**src/rtl/cpu_pkg.sv**
```systemverilog
// ============================================================================
// Module   : cpu_pkg
// Purpose  : Shared definitions for the CPU front end: data width, the NOP
//            encoding used as the fetch reset word, the fetch FSM state type
//            and a small alignment helper.
// Ports    : none (package)
// Revision : 1.0 - initial release
// ============================================================================
`default_nettype none

package cpu_pkg;

  localparam int XLEN = 32;

  // RV32I canonical NOP: addi x0, x0, 0
  localparam logic [XLEN-1:0] NOP_INSTR = 32'h00000013;

  typedef enum logic [1:0] {
    REQ   = 2'd0,   // ready to issue a read for the current PC
    WAIT  = 2'd1,   // one read outstanding, response expected
    DRAIN = 2'd2    // outstanding read was flushed, swallow its response
  } fetch_state_t;

  // A 32-bit instruction fetch must be word aligned.
  function automatic logic is_misaligned(input logic [XLEN-1:0] addr);
    return addr[1:0] != 2'b00;
  endfunction

endpackage

`default_nettype wire

```
**src/rtl/fetch_out_reg.sv**
```systemverilog
// ============================================================================
// Module   : fetch_out_reg
// Purpose  : Valid/ready output register between fetch and decode. Holds one
//            instruction word with its PC and fault flag.
// Ports    : clk, reset (async, active-low)
//            load, load_instr, load_pc, load_fault : capture a new entry
//            flush : drop the held entry
//            ready : consumer accepts the held entry
//            valid, instr, pc, fault : registered entry toward decode
// Revision : 1.0 - initial release
// ============================================================================
`default_nettype none

module fetch_out_reg
  import cpu_pkg::*;
#(
  parameter logic [XLEN-1:0] RESET_INSTR = NOP_INSTR
) (
  input  logic            clk,
  input  logic            reset,
  input  logic            load,
  input  logic [XLEN-1:0] load_instr,
  input  logic [XLEN-1:0] load_pc,
  input  logic            load_fault,
  input  logic            flush,
  input  logic            ready,
  output logic            valid,
  output logic [XLEN-1:0] instr,
  output logic [XLEN-1:0] pc,
  output logic            fault
);

  // Payload only changes on load, so it holds its last value while invalid.
  // A load never coincides with flush: the fetch FSM gates it with !flush.
  always_ff @(posedge clk or negedge reset) begin
    if (!reset) begin
      valid <= 1'b0;
      instr <= RESET_INSTR;
      pc    <= '0;
      fault <= 1'b0;
    end else if (load) begin
      valid <= 1'b1;
      instr <= load_instr;
      pc    <= load_pc;
      fault <= load_fault;
    end else if (flush || ready) begin
      valid <= 1'b0;
    end
  end

endmodule

`default_nettype wire

```
**src/rtl/instr_fetch.sv**
```systemverilog
// ============================================================================
// Module   : instr_fetch
// Purpose  : Fetch stage downstream of the program counter. Issues one
//            instruction-memory read per PC value (single outstanding read),
//            drives the PC enable, and presents the returned word with its PC
//            to decode through a valid/ready register. Redirect flushes
//            discard in-flight data.
// Ports    : clk, reset (async, active-low)
//            pc, pc_en, flush                      : PC stage interface
//            mem_req_valid/addr/ready              : memory request
//            mem_resp_valid/data                   : memory response
//            out_valid/ready/instr/pc/fault        : toward decode
// Options  : IFETCH_ALIGN_CHECK_EN - when defined, a misaligned PC is not
//            fetched; a fault entry (out_fault=1, out_instr=RESET_INSTR) is
//            presented instead and fetch stalls until the next flush.
// Revision : 1.0 - initial release
// ============================================================================
`default_nettype none

module instr_fetch
  import cpu_pkg::*;
#(
  parameter logic [XLEN-1:0] RESET_INSTR = NOP_INSTR
) (
  input  logic            clk,
  input  logic            reset,
  input  logic [XLEN-1:0] pc,
  output logic            pc_en,
  input  logic            flush,
  output logic            mem_req_valid,
  output logic [XLEN-1:0] mem_req_addr,
  input  logic            mem_req_ready,
  input  logic            mem_resp_valid,
  input  logic [XLEN-1:0] mem_resp_data,
  output logic            out_valid,
  input  logic            out_ready,
  output logic [XLEN-1:0] out_instr,
  output logic [XLEN-1:0] out_pc,
  output logic            out_fault
);

  fetch_state_t    state, state_next;
  logic [XLEN-1:0] req_pc;
  logic            out_free;
  logic            req_fire;
  logic            resp_load;
  logic            fault_fire;
  logic            misaligned;
  logic            fault_block;

  // The output register can take a new entry next cycle.
  assign out_free = !out_valid || out_ready;

`ifdef IFETCH_ALIGN_CHECK_EN
  logic fault_hold;

  assign misaligned  = is_misaligned(pc);
  assign fault_block = fault_hold;

  // After reporting a misaligned PC, stop re-reporting it; only a redirect
  // can supply a new PC worth testing.
  always_ff @(posedge clk or negedge reset) begin
    if (!reset) begin
      fault_hold <= 1'b0;
    end else if (flush) begin
      fault_hold <= 1'b0;
    end else if (fault_fire) begin
      fault_hold <= 1'b1;
    end
  end
`else
  assign misaligned  = 1'b0;
  assign fault_block = 1'b0;
`endif

  // --------------------------------------------------------------------------
  // FSM state register
  // --------------------------------------------------------------------------
  always_ff @(posedge clk or negedge reset) begin
    if (!reset) begin
      state <= REQ;
    end else begin
      state <= state_next;
    end
  end

  // --------------------------------------------------------------------------
  // FSM next state and outputs
  // --------------------------------------------------------------------------
  always_comb begin
    state_next    = state;
    mem_req_valid = 1'b0;
    resp_load     = 1'b0;
    fault_fire    = 1'b0;
    case (state)
      REQ: begin
        // A flush means the PC stage is loading a target this edge, so the
        // current pc is stale and must not be requested.
        mem_req_valid = out_free && !flush && !misaligned;
        fault_fire    = out_free && !flush && misaligned && !fault_block;
        if (mem_req_valid && mem_req_ready) begin
          state_next = WAIT;
        end
      end
      WAIT: begin
        if (flush) begin
          // Response in this same cycle is dropped and nothing remains in
          // flight; otherwise the late response must be swallowed.
          state_next = mem_resp_valid ? REQ : DRAIN;
        end else if (mem_resp_valid) begin
          resp_load  = 1'b1;
          state_next = REQ;
        end
      end
      DRAIN: begin
        if (mem_resp_valid) begin
          state_next = REQ;
        end
      end
      default: begin
        state_next = REQ;
      end
    endcase
  end

  assign req_fire     = mem_req_valid && mem_req_ready;
  assign pc_en        = req_fire || flush;
  assign mem_req_addr = pc;

  // PC of the outstanding read, paired with its data on return.
  always_ff @(posedge clk or negedge reset) begin
    if (!reset) begin
      req_pc <= '0;
    end else if (req_fire) begin
      req_pc <= pc;
    end
  end

  // --------------------------------------------------------------------------
  // Output register toward decode
  // --------------------------------------------------------------------------
  fetch_out_reg #(
    .RESET_INSTR (RESET_INSTR)
  ) u_out_reg (
    .clk        (clk),
    .reset      (reset),
    .load       (resp_load || fault_fire),
    .load_instr (fault_fire ? RESET_INSTR : mem_resp_data),
    .load_pc    (fault_fire ? pc : req_pc),
    .load_fault (fault_fire),
    .flush      (flush),
    .ready      (out_ready),
    .valid      (out_valid),
    .instr      (out_instr),
    .pc         (out_pc),
    .fault      (out_fault)
  );

  // A response with nothing outstanding breaks the memory protocol.
  a_no_resp_in_req : assert property (
    @(posedge clk) disable iff (!reset) !(state == REQ && mem_resp_valid)
  );

endmodule

`default_nettype wire

```
**config.mk**
```make
export PLATFORM = sky130hd
export DESIGN_NAME = instr_fetch
export DESIGN_NICKNAME = d
export VERILOG_FILES = /design/src/rtl/cpu_pkg.sv /design/src/rtl/fetch_out_reg.sv /design/src/rtl/instr_fetch.sv
export SDC_FILE = /design/constraint.sdc
export NUM_CORES = 1
export LEC_CHECK = 0
export CELL_PAD_IN_SITES_DETAIL_PLACEMENT = 1
export CELL_PAD_IN_SITES_GLOBAL_PLACEMENT = 1
export CORE_AREA = 2 2 119 121
export CTS_BUF_LIST = sky130_fd_sc_hd__clkbuf_8
export DETAILED_ROUTE_END_ITERATION = 10
export DIE_AREA = 0 0 121 123
export PLACE_DENSITY_LB_ADDON = 0.1
export SLEW_MARGIN = 20
export SYNTH_ARGS = -nofsm -noshare
export SYNTH_HDL_FRONTEND = slang
export SYNTH_SLANG_ARGS = --single-unit
```
**constraint.sdc**
```tcl
create_clock -name clk -period 1.3 [get_ports clk]
set_input_delay 0.39 -clock clk [delete_from_list [all_inputs] [get_ports clk]]
set_output_delay 0.39 -clock clk [all_outputs]
set_load 0.05 [all_outputs]
```
* After elaboration in Yosys (flattened, before gate mapping) *
Index checks and enable logic that the tools add are counted.

word-level totals
  logic and storage cells = 29
  output and inout bits = 100
  bits in registers = 99
  bits of input ports = 70

operators by class
  reductions and logical operators = 10
  equality and inequality tests = 3
  muxes and demuxes = 11

operator list
  kind                number
  $mux 2              4
  $mux 1              6
  $pmux 2 s3          1
  $logic_and 1x1->1   3
  $logic_or 1x1->1    3
  $eq 2x1->1 const B  1
  $eq 2x2->1 const B  1
  $logic_not 1->1     2
  $logic_not 2->1     1
  $ne 2x2->1 const B  1
  $reduce_bool 2->1   1

* Logic depth before layout (Yosys ltp) *
Gate-level depths: netlist of run 1.

  depth after elaboration = 6
  gate-level depth with buffers = 5
  gate-level depth less buffers = 3

* By module *
A second synthesis of run 1 with hierarchy kept.

second synthesis, totals
  cells, all modules = 254
  area total of the unflattened synthesis = 4315.4 um2

by module, submodules not included
  module         times used  sequential area each (um2)  cells an instance  area each (um2)
  fetch_out_reg  1           1655.3                      140                2611.3
  instr_fetch    1           850.8                       114                1704.1

* Least setup slack after synthesis of run 1 *
Ideal clock, no wire load.

  path type = reg2out
  start point = register u_out_reg.valid
  end point = output port pc_en
  path buffers = 1
  stages on the path, launching flop included = 5
  slack = -0.606 ns
  data arrival time = 1.516 ns
  required time = 0.910 ns
  cells stage by stage = dfrtp_1 nand2b_1 nand4b_4 buf_2 nand2b_1

on the way
  word-level cells in the longest chain between the ends = 6

ends and longest elaborated chain
  item                      line                 RTL
  start: declaration        fetch_out_reg.sv:27  output logic valid,
  start signal: assignment  fetch_out_reg.sv:37  valid <= 1'b0;
  start signal: assignment  fetch_out_reg.sv:42  valid <= 1'b1;
  start signal: assignment  fetch_out_reg.sv:47  valid <= 1'b0;
  $logic_not 1->1           instr_fetch.sv:52    assign out_free = !out_valid || out_ready;
  $logic_or 1x1->1          instr_fetch.sv:52
  $logic_and 1x1->1         -
  $mux 1                    instr_fetch.sv:95    case (state)
  $logic_and 1x1->1         instr_fetch.sv:126   assign req_fire = mem_req_valid && mem_req_ready;
  $logic_or 1x1->1          instr_fetch.sv:127   assign pc_en = req_fire || flush;
  end: declaration          instr_fetch.sv:28    output logic pc_en,

Every way passes these cells.

* Worst setup path in the final report of run 1 *
  start point = input port out_ready
  end point = output port pc_en

on the way
  word-level cells in the longest chain between the ends = 5

ends and longest elaborated chain
  item                line                RTL
  start: declaration  instr_fetch.sv:36   input logic out_ready,
  $logic_or 1x1->1    instr_fetch.sv:52
  $logic_and 1x1->1   -
  $mux 1              instr_fetch.sv:95
  $logic_and 1x1->1   instr_fetch.sv:126
  $logic_or 1x1->1    instr_fetch.sv:127

Every way passes these cells.

==> results.py, run 1 <==
metrics = {
    "yosys": {
        "synth_nets": 322,
        "yosysMostFrequentCell": "dfrtp_1",
        "yosysTopAreaCell": "dfrtp_1",
        "async_flop_share": 1.00,
        "ys_top_cells_by_area": "dfrtp_1, mux2_4, mux2_2",
        "synth-edff-count": 0,
        "synthDistinctLibCells": 16,
        "yosysWarnings": 0,
        "synth_ff_type": "dfrtp_1",
        "synth_top_area_share": 0.566,
        "synthCells": 252,
        "syn_avg_cell_area_um2": 16.8,
        "ys_top_cells_by_count": "dfrtp_1, mux2_4, mux2_2",
        "ys_ff_latch": 99,
        "syn_area_mm2": 0.00424,
        "seq_area_frac_synth": 0.585,
    },
    "timing": {
        "fin_worst_skew_ns": 0.0121,
        "hold_viol_final": 0,
        "slew_viol_final": 0,
        "period_needed_ns": 1.76,
        "setup-violations-final": 164,
        "timing.final.ws_setup_ns": -0.464,
        "post-route-period-util": 1.36,
        "fmax_ghz": 0.567,
        "setup_tns_ns": -34.66,
        "grt_setup_unrepaired": "yes",
    },
    "outcome": {
        "status": "finished with violations",
        "violations": "setup timing",
    },
    "route": {
        "wl_per_cell_um": 16.8,
        "vias": 2832,
        "detail_route.first_pass.iterations": 4,
        "first_iter_violations": 61,
        "via_per_inst": 4.30,
        "remaining_drc_errors": 0,
        "ant_nets": 0,
        "wirelength_um": 11100,
    },
    "critical_path": {
        "path_class": "input pin to output pin",
        "critical_path_arrival_ns": 1.37,
        "cp_max_fo": 3,
        "r2r_slack_ns": -0.44,
        "worst-r2r-cell-count": 6,
        "timing.rr.end": "u_out_reg.pc[30]$_DFFE_PN0P_",
        "start_kind": "input pin",
        "cp-end-kind": "output pin",
        "rr_startpoint": "state[1]$_DFFE_PN0P_",
        "worstPathRequired_ns": 0.91,
    },
    "global_routing": {
        "grt_usage": 0.156,
        "antenna_found_initial": 0,
        "grt_pass1_wl_um": 17200,
        "first_global_vias": 3079,
        "grt.overflow.total": 0,
        "grt_start_max_net_pins": 51,
    },
    "worst_hold_path": {
        "min_path_cells": 2,
        "worstHoldEndpoint": "req_pc[6]$_DFFE_PN0P_",
        "hp-class": "input pin to flop",
        "min_from": "pc[6]",
    },
    "run": {
        "drv_cap": 0,
    },
    "final_layout": {
        "drive_gt1_frac": 0.642,
        "nNetsFinal": 543,
        "antenna_cells": 0,
        "syn_to_final_growth_pct": 88.1,
        "final_cells": 658,
    },
    "power_and_ir_drop": {
        "power_density_mw_per_mm2": 2220,
        "leakagePower_nw": 3.70,
        "vdd_ir_drop_max_v": 0.00126,
    },
    "clock_tree": {
        "cts_sinks": 99,
        "cts_buffers": 9,
        "clkLatencyLatePin_ns": 0.38,
        "cts_root_buffer": "clkbuf_8",
        "clk_pin_slew_ns": 0.10,
        "htree_levels": 3,
        "clock_path_buffers": 2,
        "cts_tree": "built",
    },
    "die": {
        "ioPinCount": 170,
        "die_h_um": 123,
        "num_rows": 43,
        "die_area_mm2": 0.0149,
        "initial_core_util": 0.312,
        "core-area_mm2": 0.0136,
        "die_w_um": 121,
    },
    "place": {
        "io_buffers": 168,
        "pre_cts_slack_ns": -0.715,
        "gp_congestion": 0.699,
        "dp_hpwl_um": 7390,
        "dp.cells": 591,
    },
}
==> cells by family after synthesis <==
kind of cell           share of synthesized area
flip-flops                                 0.585
multiplexers                               0.301
buffers and inverters                     0.0920
AND/OR/NAND/NOR                           0.0183
AO/OA/AOI/OAI                            0.00295
other                                   0.000884
==> layout make-up <==
class / count / area [µm²]
repair buffers: 252 / 3570
fillers: 1252 / 5630
clock buffers: 9 / 124
well taps: 180 / 225
clock inverters: 7 / 109
multi-input cells: 111 / 1460
flip-flops and latches: 99 / 2480
==> power by group <==
group / switching [W] / internal (W) / total (W)
Clock: 0.00107 / 0.00126 / 0.00233
Combinational: 0.00447 / 0.00558 / 0.0101
Sequential: 0.00111 / 0.00421 / 0.00531
Total: 0.00665 / 0.0110 / 0.0177
==> worst max-delay path, cell delays in order <==
cell and delay (ns):
clkdlybuf4s50_1 0.47, nand2b_4 0.15, nand4b_4 0.13, nand2b_4 0.10, buf_12 0.13
==> flip-flops by register name, summed over array words and instances, names as in the netlist <==
name and flops:
req_pc 32, state 2, u_out_reg.instr 32, u_out_reg.pc 32, u_out_reg.valid 1
==> metrics by stage <==
step                      instance area [µm²]  hold WS, ns   util  total power [W]
final                                    7980        0.452  0.586           0.0177
after global routing                     7980        0.422  0.586           0.0184
after CTS                                7860        0.416  0.577           0.0176
after detailed placement                 7140        0.412  0.525           0.0148
after global placement                   7140        0.405  0.525           0.0146
after floorplan                          4340       0.0944      -          0.00970
==> worst max path at each step <==
stage | start | end | slack (ns) | cells past startpoint
2_1_floorplan | u_out_reg.valid$_DFFE_PN0P_ | pc_en | -0.18 | 4
3_3_place_gp | flush | u_out_reg.instr[10]$_DFFE_PN0P_ | -0.69 | 5
3_5_place_dp | flush | u_out_reg.pc[3]$_DFFE_PN0P_ | -0.71 | 5
4_1_cts | state[1]$_DFFE_PN0P_ | pc_en | -0.48 | 4
5_1_grt | state[1]$_DFFE_PN0P_ | u_out_reg.pc[20]$_DFFE_PN0P_ | -0.52 | 6
6_report | out_ready | pc_en | -0.46 | 5
==> cells in the final DEF, fill, tap and decap left out, types with 3 or more instances in the layout <==
| cell | instances |
|---|---|
| clkdlybuf4s50_1 | 35 |
| dfstp_2 | 3 |
| clkbuf_8 | 9 |
| bufinv_16 | 3 |
| buf_6 | 4 |
| mux2_2 | 33 |
| dlygate4sd2_1 | 33 |
| mux2_4 | 64 |
| buf_12 | 107 |
| bufbuf_16 | 6 |
| clkinv_2 | 3 |
| dfrtp_1 | 95 |
| nand2_1 | 3 |
| buf_4 | 63 |
==> routing by layer <==
layer  vias up  global-route usage  wire length (µm)
met5         -                   0                 0
met4         0              0.0436                99
met3         6              0.0678               901
met2        94               0.255              5750
met1      1455               0.187              4330
li1       1277                   -                 -
==> timing repair <==
item	in CTS	in global routing
endpoints found under the setup margin	196	165
pin swaps	2	1
hold buffers	1	0
buffers inserted	25	17
gates resized for setup	48	3
hold endpoints to repair	80	0
gates cloned	9	0
Power figures use the tool's default switching activity.
==> run 2, diff against run 1 <==
Settings changed: SLEW_MARGIN 20 to 0.
==> results of run 2 <==
Same layout as run 1: the final DEF is identical, and so are final timing and power.
